===== src/rtl/sd_card_spi_cmd_sequencer.sv =====
// ----------------------------------------------------------------------------
// sd_card_spi_cmd_sequencer
//
// Issues one complete SPI-mode SD command through a byte-transfer engine:
// SS assert, PRE_BYTES x 0xFF, 6-byte command frame, R1 polling (up to
// RESP_MAX_BYTES), SS release, POST_BYTES x 0xFF with SS high.
//
// Ports:
//   clk210_p, reset_n_p          system clock, async active-low reset
//   cmd_start_p                  start request (honoured only in IDLE)
//   cmd_index_p/arg_p/crc_p      command fields, latched on accepted start
//   cmd_busy_p, cmd_done_p       sequence in progress / one-cycle completion
//   cmd_r1_p, cmd_timeout_p      R1 result and NCR timeout flag
//   sd_spi_ss_p                  SD chip select (active low)
//   byte_init_trans_p/tx_p       byte request and data to the engine
//   byte_rx_p, byte_done_p       received byte and completion from the engine
// ----------------------------------------------------------------------------
`timescale 1ns/1ps
module sd_card_spi_cmd_sequencer #(
    parameter int PRE_BYTES      = 1,
    parameter int RESP_MAX_BYTES = 8,
    parameter int POST_BYTES     = 1
) (
    input  logic        clk210_p,
    input  logic        reset_n_p,
    input  logic        cmd_start_p,
    input  logic [5:0]  cmd_index_p,
    input  logic [31:0] cmd_arg_p,
    input  logic [6:0]  cmd_crc_p,
    output logic        cmd_busy_p,
    output logic        cmd_done_p,
    output logic [7:0]  cmd_r1_p,
    output logic        cmd_timeout_p,
    output logic        sd_spi_ss_p,
    output logic        byte_init_trans_p,
    output logic [7:0]  byte_tx_p,
    input  logic [7:0]  byte_rx_p,
    input  logic        byte_done_p
);

    typedef enum logic [2:0] {
        S_IDLE, S_PRE, S_FRAME, S_POLL, S_RELEASE, S_POST, S_DONE
    } state_t;

    // 8-bit counters cover PRE/POST (<=15) and RESP_MAX_BYTES up to 255 exactly.
    localparam logic [7:0] PRE_N  = 8'(PRE_BYTES);
    localparam logic [7:0] RESP_N = 8'(RESP_MAX_BYTES);
    localparam logic [7:0] POST_N = 8'(POST_BYTES);

    state_t      state_q, state_d;
    logic        init_q, init_d;
    logic [7:0]  tx_q, tx_d;
    logic        ss_q, ss_d;
    logic        busy_q, busy_d;
    logic        done_q, done_d;
    logic [7:0]  r1_q, r1_d;
    logic        timeout_q, timeout_d;
    logic [5:0]  index_q, index_d;
    logic [31:0] arg_q, arg_d;
    logic [6:0]  crc_q, crc_d;
    logic [7:0]  cnt_q, cnt_d;
    logic [2:0]  fidx_q, fidx_d;

    logic        can_issue;
    logic        xfer_done;
    logic [7:0]  cnt_inc;

    function automatic logic [7:0] frame_byte(input logic [2:0] idx,
                                              input logic [5:0] ci,
                                              input logic [31:0] a,
                                              input logic [6:0] c);
        logic [7:0] b;
        case (idx)
            3'd0:    b = {2'b01, ci};
            3'd1:    b = a[31:24];
            3'd2:    b = a[23:16];
            3'd3:    b = a[15:8];
            3'd4:    b = a[7:0];
            default: b = {c, 1'b1};
        endcase
        return b;
    endfunction

    always_comb begin
        state_d   = state_q;
        init_d    = init_q;
        tx_d      = tx_q;
        ss_d      = ss_q;
        busy_d    = busy_q;
        done_d    = 1'b0;
        r1_d      = r1_q;
        timeout_d = timeout_q;
        index_d   = index_q;
        arg_d     = arg_q;
        crc_d     = crc_q;
        cnt_d     = cnt_q;
        fidx_d    = fidx_q;

        // A new byte may only start once the engine has released byte_done.
        can_issue = !init_q && !byte_done_p;
        xfer_done = init_q && byte_done_p;
        cnt_inc   = cnt_q + 8'd1;

        case (state_q)
            S_IDLE: begin
                tx_d = 8'hFF;
                if (cmd_start_p) begin
                    index_d   = cmd_index_p;
                    arg_d     = cmd_arg_p;
                    crc_d     = cmd_crc_p;
                    busy_d    = 1'b1;
                    timeout_d = 1'b0;
                    ss_d      = 1'b0;
                    cnt_d     = 8'd0;
                    fidx_d    = 3'd0;
                    state_d   = (PRE_N != 8'd0) ? S_PRE : S_FRAME;
                end
            end
            S_PRE: begin
                if (can_issue) begin
                    init_d = 1'b1;
                    tx_d   = 8'hFF;
                end else if (xfer_done) begin
                    init_d = 1'b0;
                    cnt_d  = cnt_inc;
                    if (cnt_inc == PRE_N) begin
                        cnt_d   = 8'd0;
                        state_d = S_FRAME;
                    end
                end
            end
            S_FRAME: begin
                if (can_issue) begin
                    init_d = 1'b1;
                    tx_d   = frame_byte(fidx_q, index_q, arg_q, crc_q);
                end else if (xfer_done) begin
                    init_d = 1'b0;
                    if (fidx_q == 3'd5) begin
                        cnt_d   = 8'd0;
                        state_d = S_POLL;
                    end else begin
                        fidx_d = fidx_q + 3'd1;
                    end
                end
            end
            S_POLL: begin
                if (can_issue) begin
                    init_d = 1'b1;
                    tx_d   = 8'hFF;
                end else if (xfer_done) begin
                    init_d = 1'b0;
                    cnt_d  = cnt_inc;
                    // Only bit 7 distinguishes an R1 from idle-high line data.
                    if (!byte_rx_p[7]) begin
                        r1_d    = byte_rx_p;
                        state_d = S_RELEASE;
                    end else if (cnt_inc == RESP_N) begin
                        r1_d      = 8'hFF;
                        timeout_d = 1'b1;
                        state_d   = S_RELEASE;
                    end
                end
            end
            S_RELEASE: begin
                // SS rises here, with init already low, so it never moves mid-byte.
                ss_d  = 1'b1;
                cnt_d = 8'd0;
                if (POST_N != 8'd0) begin
                    state_d = S_POST;
                end else begin
                    done_d  = 1'b1;
                    state_d = S_DONE;
                end
            end
            S_POST: begin
                if (can_issue) begin
                    init_d = 1'b1;
                    tx_d   = 8'hFF;
                end else if (xfer_done) begin
                    init_d = 1'b0;
                    cnt_d  = cnt_inc;
                    if (cnt_inc == POST_N) begin
                        done_d  = 1'b1;
                        state_d = S_DONE;
                    end
                end
            end
            S_DONE: begin
                busy_d  = 1'b0;
                tx_d    = 8'hFF;
                state_d = S_IDLE;
            end
            default: state_d = S_IDLE;
        endcase
    end

    always_ff @(posedge clk210_p or negedge reset_n_p) begin
        if (!reset_n_p) begin
            state_q   <= S_IDLE;
            init_q    <= 1'b0;
            tx_q      <= 8'hFF;
            ss_q      <= 1'b1;
            busy_q    <= 1'b0;
            done_q    <= 1'b0;
            r1_q      <= 8'hFF;
            timeout_q <= 1'b0;
            index_q   <= 6'd0;
            arg_q     <= 32'd0;
            crc_q     <= 7'd0;
            cnt_q     <= 8'd0;
            fidx_q    <= 3'd0;
        end else begin
            state_q   <= state_d;
            init_q    <= init_d;
            tx_q      <= tx_d;
            ss_q      <= ss_d;
            busy_q    <= busy_d;
            done_q    <= done_d;
            r1_q      <= r1_d;
            timeout_q <= timeout_d;
            index_q   <= index_d;
            arg_q     <= arg_d;
            crc_q     <= crc_d;
            cnt_q     <= cnt_d;
            fidx_q    <= fidx_d;
        end
    end

    assign cmd_busy_p        = busy_q;
    assign cmd_done_p        = done_q;
    assign cmd_r1_p          = r1_q;
    assign cmd_timeout_p     = timeout_q;
    assign sd_spi_ss_p       = ss_q;
    assign byte_init_trans_p = init_q;
    assign byte_tx_p         = tx_q;

endmodule


===== config.mk =====
export PLATFORM = sky130hd
export DESIGN_NAME = sd_card_spi_cmd_sequencer
export DESIGN_NICKNAME = d
export VERILOG_FILES = /design/src/rtl/sd_card_spi_cmd_sequencer.sv
export SDC_FILE = /design/constraint.sdc
export NUM_CORES = 1
export LEC_CHECK = 0
export ABC_AREA = 1
export CAP_MARGIN = 40
export CORE_ASPECT_RATIO = 1.2
export CORE_MARGIN = 2
export CORE_UTILIZATION = 54
export CTS_CLUSTER_SIZE = 20
export DETAILED_ROUTE_END_ITERATION = 12
export PLACE_DENSITY = 0.9
export SYNTH_ARGS = -nofsm -noshare
export SYNTH_HDL_FRONTEND = slang
export SYNTH_SLANG_ARGS = --single-unit

===== constraint.sdc =====
create_clock -name clk210_p -period 3.5 [get_ports clk210_p]
set_input_delay 0.7 -clock clk210_p [delete_from_list [all_inputs] [get_ports clk210_p]]
set_output_delay 0.7 -clock clk210_p [all_outputs]
set_load 0.05 [all_outputs]

==> flow_summary.json, run 1 <==
{
  "timing.final.ws_setup_ns": 1.02,
  "synth_edf_count": 0,
  "worstPathArrival_ns": 2.77,
  "num_rows": 34,
  "drv_slew": 0,
  "ant_nets": 0,
  "antennaDiodeCount": 0,
  "h-tree-depth": 3,
  "synth_area_sq_um": 3910,
  "synth_cell_type_count": 32,
  "grtUsageTotal_pct": 25.4,
  "avgSynthCellArea_sq_um": 8.19,
  "fin_crit_ns": 2.48,
  "cts_resized": 0,
  "drt_iter0_drc": 234,
  "pin_count": 78,
  "max_freq_mhz": 403,
  "maxCapViolations": 0,
  "viasPerCell": 5.33,
  "wl_microns": 9280,
  "path_cells": "clkdlybuf4s50_1 -> inv_1 -> ha_1 -> nor2_2 -> inv_1 -> nand3_1 -> nand2_1 -> nor3_4 -> nand3_1 -> o21ai_1",
  "gp_congestion": 0.846,
  "hold_path.class": "in2async",
  "dominantRegCellSynth": "dfrtp_1",
  "die_area_sq_um": 7950,
  "leakage_nw": 2.38,
  "required_ns": 3.78,
  "power_frac_clock_pct": 17.9,
  "cts_tree": "done",
  "critPathMaxFanout": 15,
  "grt_pass1_vias": 3497,
  "grt_overflow": 0,
  "hpwl_microns": 6770,
  "endpoint_kind": "register",
  "core_area_sq_um": 7150,
  "die_h_microns": 97.2,
  "ys_seq_area_share_pct": 51.7,
  "ys_top_cells_by_area": "dfrtp_1, nand2_1, dfstp_2",
  "syn_inst": 478,
  "area_growth_pct": 27.1,
  "port_buffers": 77,
  "postCtsHoldBufs": 0,
  "p_seq_share_pct": 39.4,
  "drc": 0,
  "place_worst_setup_slack_ns": 0.733,
  "tightest_slew_ns": 0.688,
  "grt_start_max_net_pins": 55,
  "power.switching_w": 0.00176,
  "antenna_found_initial": 0,
  "power_switching_share_pct": 43.5,
  "fin_crit_sh_pct": 70.9,
  "tns_ns": 0,
  "crit_path_max_incr_delay_ns": 0.49,
  "hold_violations": 0,
  "critPathKind": "in2reg",
  "drive_above_1_share_pct": 12.2,
  "fin_skew_ns": 0.0101,
  "async_reset_ff_share_pct": 100,
  "initial_core_util_pct": 54.7,
  "cts_sinks": 80,
  "slew_headroom_pct": 54.1,
  "intPower_w": 0.00229,
  "peakVddDrop_mv": 0.424,
  "postCtsSetupRepairBufs": 0,
  "fin_nets": 621,
  "vias": 3462,
  "status": "complete, no violations",
  "ff2ff_setup_slack_ns": 1.41,
  "setup_viol": 0,
  "slowest_stage": "clkdlybuf4s50_1",
  "start_kind": "primary input",
  "synth_fp_nets": 545,
  "grt_pass1_wl_microns": 15500,
  "yosys.area.top_type": "dfrtp_1",
  "clock_path_buffers": 2,
  "cts_buffers": 9,
  "synth_top_area_share_pct": 40.3,
  "ys_ff_latch": 80,
  "die_x_microns": 81.7,
  "clock_latency_ns": 0.36,
  "clk_pin_slew_worst_paths_ns": 0.08,
  "drt_first_pass_iters": 5,
  "comb_power_share_pct": 42.7,
  "wire_per_inst_microns": 14.3,
  "cts_root_buf": "clkbuf_8",
  "yosysWarnings": 0,
  "rsz0062_at_grt": "no",
  "p_per_area_nw_per_um2": 815
}
==> sequential cells by signal (all words and copies together), names as in the netlist <==
signal             flops
index_q                6
crc_q                  7
fidx_q                 3
cmd_busy_p             1
byte_tx_p              8
cmd_done_p             1
arg_q                 32
cmd_r1_p               8
byte_init_trans_p      1
cnt_q                  8
cmd_timeout_p          1
sd_spi_ss_p            1
state_q                3
==> worst max-delay path: cells and delay by family <==
family | cells | cell delay, ns
and+or+nand+nor | 5 | 1.08
buffers and inverters | 3 | 0.65
adders and majority gates | 1 | 0.22
AOI/OAI and AO/OA | 1 | 0.12
==> synth_stat cells (2+ instances only) <==
cell,instances
nand3_2,2
inv_1,37
nor2_1,24
o21ai_0,12
nor2_2,3
buf_6,2
a31oi_1,5
nand3_1,22
dfrtp_1,63
inv_2,5
nand2_2,7
o21ai_1,7
nor2_4,3
o22ai_1,4
dfstp_2,17
nand4_1,5
nand2_1,205
clkbuf_1,9
o21ai_2,9
buf_2,3
a21oi_1,9
ha_1,10
a221oi_1,6
==> layout by cell type (no fill, tap or decap), types with 9 or more instances in the layout <==
cell type / instances
clkbuf_8: 11
o21ai_0: 12
inv_1: 37
nand3_1: 22
nand2_1: 205
dfstp_2: 17
a21oi_1: 9
ha_1: 10
o21ai_2: 9
clkdlybuf4s50_1: 76
nor2_1: 24
dfrtp_1: 63
==> cell families (layout without fill, tap and decap cells) <==
family,Yosys count,in the layout,share of synthesized area (%)
AO/OA/AOI/OAI,55,55,8.99
XOR/XNOR,2,2,0.448
adder cells (fa/ha/maj),10,10,3.20
buffers and inverters,56,137,5.85
flip-flops,80,80,51.7
AND/OR/NAND/NOR,275,275,29.8
==> cell type report <==
type / count / area (sq um)
Clock inverter: 5 / 63.8
Timing Repair Buffer: 79 / 803
Multi-Input combinational cell: 342 / 1660
Clock buffer: 11 / 151
Fill cell: 557 / 2170
Sequential cell: 80 / 2020
Tap cell: 90 / 113
Inverter: 42 / 158
==> per-layer routing <==
layer | vias up | share of wire [%] | global-route usage [%] | wire length [microns]
li1 | 1664 | - | - | -
met1 | 1626 | 39 | 30.5 | 3650
met5 | - | 0 | 0 | 0
met4 | 0 | 2.8 | 10.9 | 257
met3 | 23 | 6.0 | 6.04 | 556
met2 | 149 | 52 | 42.9 | 4820
==> through the flow <==
step | std cells | cell area [sq um] | utilization [%] | power, W | hold slack (ns)
after global placement | 632 | 4730 | 66.2 | 0.00322 | 0.454
after global routing | 649 | 4970 | 69.6 | 0.00435 | 0.271
final | 649 | 4970 | 69.6 | 0.00405 | 0.257
after CTS | 649 | 4970 | 69.6 | 0.00406 | 0.258
after floorplan | 478 | 3910 | - | 0.00280 | 0.404
after detailed placement | 633 | 4760 | 66.6 | 0.00332 | 0.459
==> final timing paths <==
path / start / end / cells past startpoint
setup reg to reg: byte_init_trans_p$_DFFE_PN0P_ / cnt_q[1]$_DFFE_PN0P_ / 9
hold / removal: reset_n_p / cnt_q[2]$_DFFE_PN0P_ / 1
hold reg to reg: arg_q[4]$_DFFE_PN0P_ / arg_q[4]$_DFFE_PN0P_ / 2
min in group clk210_p: arg_q[4]$_DFFE_PN0P_ / arg_q[4]$_DFFE_PN0P_ / 2
setup / recovery: byte_done_p / cnt_q[1]$_DFFE_PN0P_ / 10
max in group asynchronous: reset_n_p / byte_tx_p[7]$_DFFE_PN1P_ / 2
==> power by group through the flow <==
| stage | logic (W) | registers (W) | clock network (W) |
|---|---|---|---|
| after global placement | 0.00164 | 0.00159 | 0 |
| after detailed placement | 0.00172 | 0.00160 | 0 |
| after global routing | 0.00194 | 0.00164 | 0.000774 |
| final | 0.00173 | 0.00160 | 0.000725 |
| after floorplan | 0.000947 | 0.00185 | 0 |
| after CTS | 0.00173 | 0.00159 | 0.000737 |
Power figures use the tool's default switching activity.
==> run 2: changes to the inputs <==
- CORE_UTILIZATION: 54 -> 52
- PLACE_DENSITY: 0.9 -> 0.87
- clock period: 3.5 -> 2.3 ns (I/O delays scaled with it)
==> run 2 against run 1 <==
  * Via count is 0.61% lower
  * Largest cell class unchanged
  * Critical path type is now reg2out
  * Clock-buffer cell count is 1 lower
  * Wire length is 2.3% lower
  * Global-route usage is 2.2 points lower
  * Cell count is 0.62% higher
  * Core utilization is 0.60 points lower
==> flow_summary.json, run 2 (synthesized netlist as in run 1, its figures left out) <==
{
  "status": "complete, no violations",
  "setup_viol": 0,
  "hpwl_microns": 6610,
  "worst-path-buf-inv": 1,
  "grt_overflow": 0,
  "fin_skew_ns": 0.00955,
  "fin_crit_sh_pct": 94.8,
  "viasPerCell": 5.27,
  "core_area_sq_um": 7270,
  "max_freq_mhz": 459,
  "cts_tree": "done",
  "grtUsageTotal_pct": 23.3,
  "rsz0062_at_grt": "no",
  "largest_reg_flops": 32,
  "largest_register": "arg_q",
  "wire_per_inst_microns": 13.9,
  "clock_path_buffers": 2,
  "ant_nets": 0,
  "initial_core_util_pct": 53.8,
  "clk_pin_slew_worst_paths_ns": 0.09,
  "worstPathArrival_ns": 1.72,
  "port_buffers": 77,
  "grt_pass1_wl_microns": 15400,
  "die_area_sq_um": 8240,
  "num_rows": 34,
  "drv_slew": 0,
  "pin_count": 78,
  "gp_congestion": 0.815,
  "path_cells": "clkdlybuf4s50_1",
  "hold_violations": 0,
  "die_h_microns": 99.0,
  "fin_nets": 625,
  "area_growth_pct": 28.2,
  "critPathMaxFanout": 2,
  "drt_iter0_drc": 195,
  "leakage_nw": 2.40,
  "slowest_stage": "clkdlybuf4s50_1",
  "antennaDiodeCount": 0,
  "grt_pass1_vias": 3372,
  "slew_headroom_pct": 53.8,
  "start_kind": "register",
  "drt_first_pass_iters": 6,
  "grt_start_max_net_pins": 50,
  "drive_above_1_share_pct": 12.8,
  "cts_sinks": 80,
  "peakVddDrop_mv": 0.967,
  "vias": 3441,
  "cts_buffers": 9,
  "mostFrequentLayoutCells": "nand2_1, clkdlybuf4s50_1, dfrtp_1",
  "postCtsSetupRepairBufs": 0,
  "clock_latency_ns": 0.36,
  "die_x_microns": 83.2,
  "finish.instance_area_sq_um": 5020,
  "final_common_cell": "nand2_1",
  "finalPower_w": 0.00626,
  "dpl_cell_area_sq_um": 4800,
  "tns_ns": 0,
  "wl_microns": 9070,
  "critPathKind": "reg2out",
  "endpoint_kind": "output port",
  "required_ns": 1.84,
  "tightest_slew_ns": 0.692,
  "cts_resized": 0,
  "crit_family": "buffers and inverters",
  "h-tree-depth": 3,
  "hold_path.class": "in2async",
  "antenna_found_initial": 0,
  "fin_crit_ns": 2.18,
  "p_per_area_nw_per_um2": 1250,
  "postCtsHoldBufs": 0,
  "cts_root_buf": "clkbuf_8",
  "crit_path_max_incr_delay_ns": 0.80,
  "drc": 0,
  "maxCapViolations": 0
}
## run 2: power breakdown
| part | total, W | switching [W] | internal (W) | leakage [nW] |
|---|---|---|---|---|
| clock network | 0.00111 | 0.000559 | 0.000549 | 0.105 |
| registers | 0.00244 | 0.000386 | 0.00205 | 0.975 |
| logic | 0.00271 | 0.00177 | 0.000942 | 1.32 |
| total | 0.00626 | 0.00271 | 0.00354 | 2.40 |
## run 2: worst register-to-register path: stages (launching register included)
cell and delay (ns):
dfrtp_1 0.44, ha_1 0.24, xnor2_1 0.27, nand2_1 0.09, nor2_1 0.19, nand3_2 0.11
nand2_2 0.09, nand3_4 0.20, nand2_1 0.16, o21ai_2 0.06
## run 2: through the flow
| stage | util [%] | setup WS [ns] | cells | hold slack (ns) |
|---|---|---|---|---|
| 2_1_floorplan | - | 0.312 | 478 | 0.164 |
| 3_3_place_gp | 66.0 | 0.156 | 637 | 0.452 |
| 3_5_place_dp | 66.0 | 0.0294 | 637 | 0.457 |
| 4_1_cts | 69.0 | 0.114 | 653 | 0.0777 |
| 5_1_grt | 69.0 | 0.0782 | 653 | 0.0997 |
| 6_report | 69.0 | 0.120 | 653 | 0.0671 |
## run 2: layout make-up
cell class              instances  area [sq um]
flip-flops and latches         80          2020
repair buffers                 83           851
clock buffers                  10           138
multi-input cells             342          1660
fillers                       577          2260
clock inverters                 6          75.1
well taps                      90           113
inverters                      42           158
## run 2: final timing paths
check	slack, ns	cells past startpoint	startpoint	end
worst max-delay path	0.12	1	byte_tx_p[1]$_DFFE_PN1P_	byte_tx_p[1]
worst min-delay path	0.07	1	reset_n_p	cnt_q[6]$_DFFE_PN0P_
worst max register to register	0.39	9	cnt_q[1]$_DFFE_PN0P_	cmd_r1_p[0]$_DFFE_PN1P_
worst min register to register	0.47	2	sd_spi_ss_p$_DFFE_PN1P_	sd_spi_ss_p$_DFFE_PN1P_
max in group asynchronous	1.57	2	reset_n_p	byte_tx_p[0]$_DFFE_PN1P_
min in group clk210_p	0.47	2	sd_spi_ss_p$_DFFE_PN1P_	sd_spi_ss_p$_DFFE_PN1P_
## run 2: per-layer routing
layer / vias to the layer above / wire length (microns) / global-route usage [%] / part of all wire [%]
li1: 1678 / - / - / -
met5: - / 0 / 0 / 0
met3: 23 / 554 / 4.77 / 6.1
met1: 1591 / 3570 / 28.6 / 39
met2: 149 / 4730 / 40.7 / 52
met4: 0 / 215 / 8.32 / 2.4
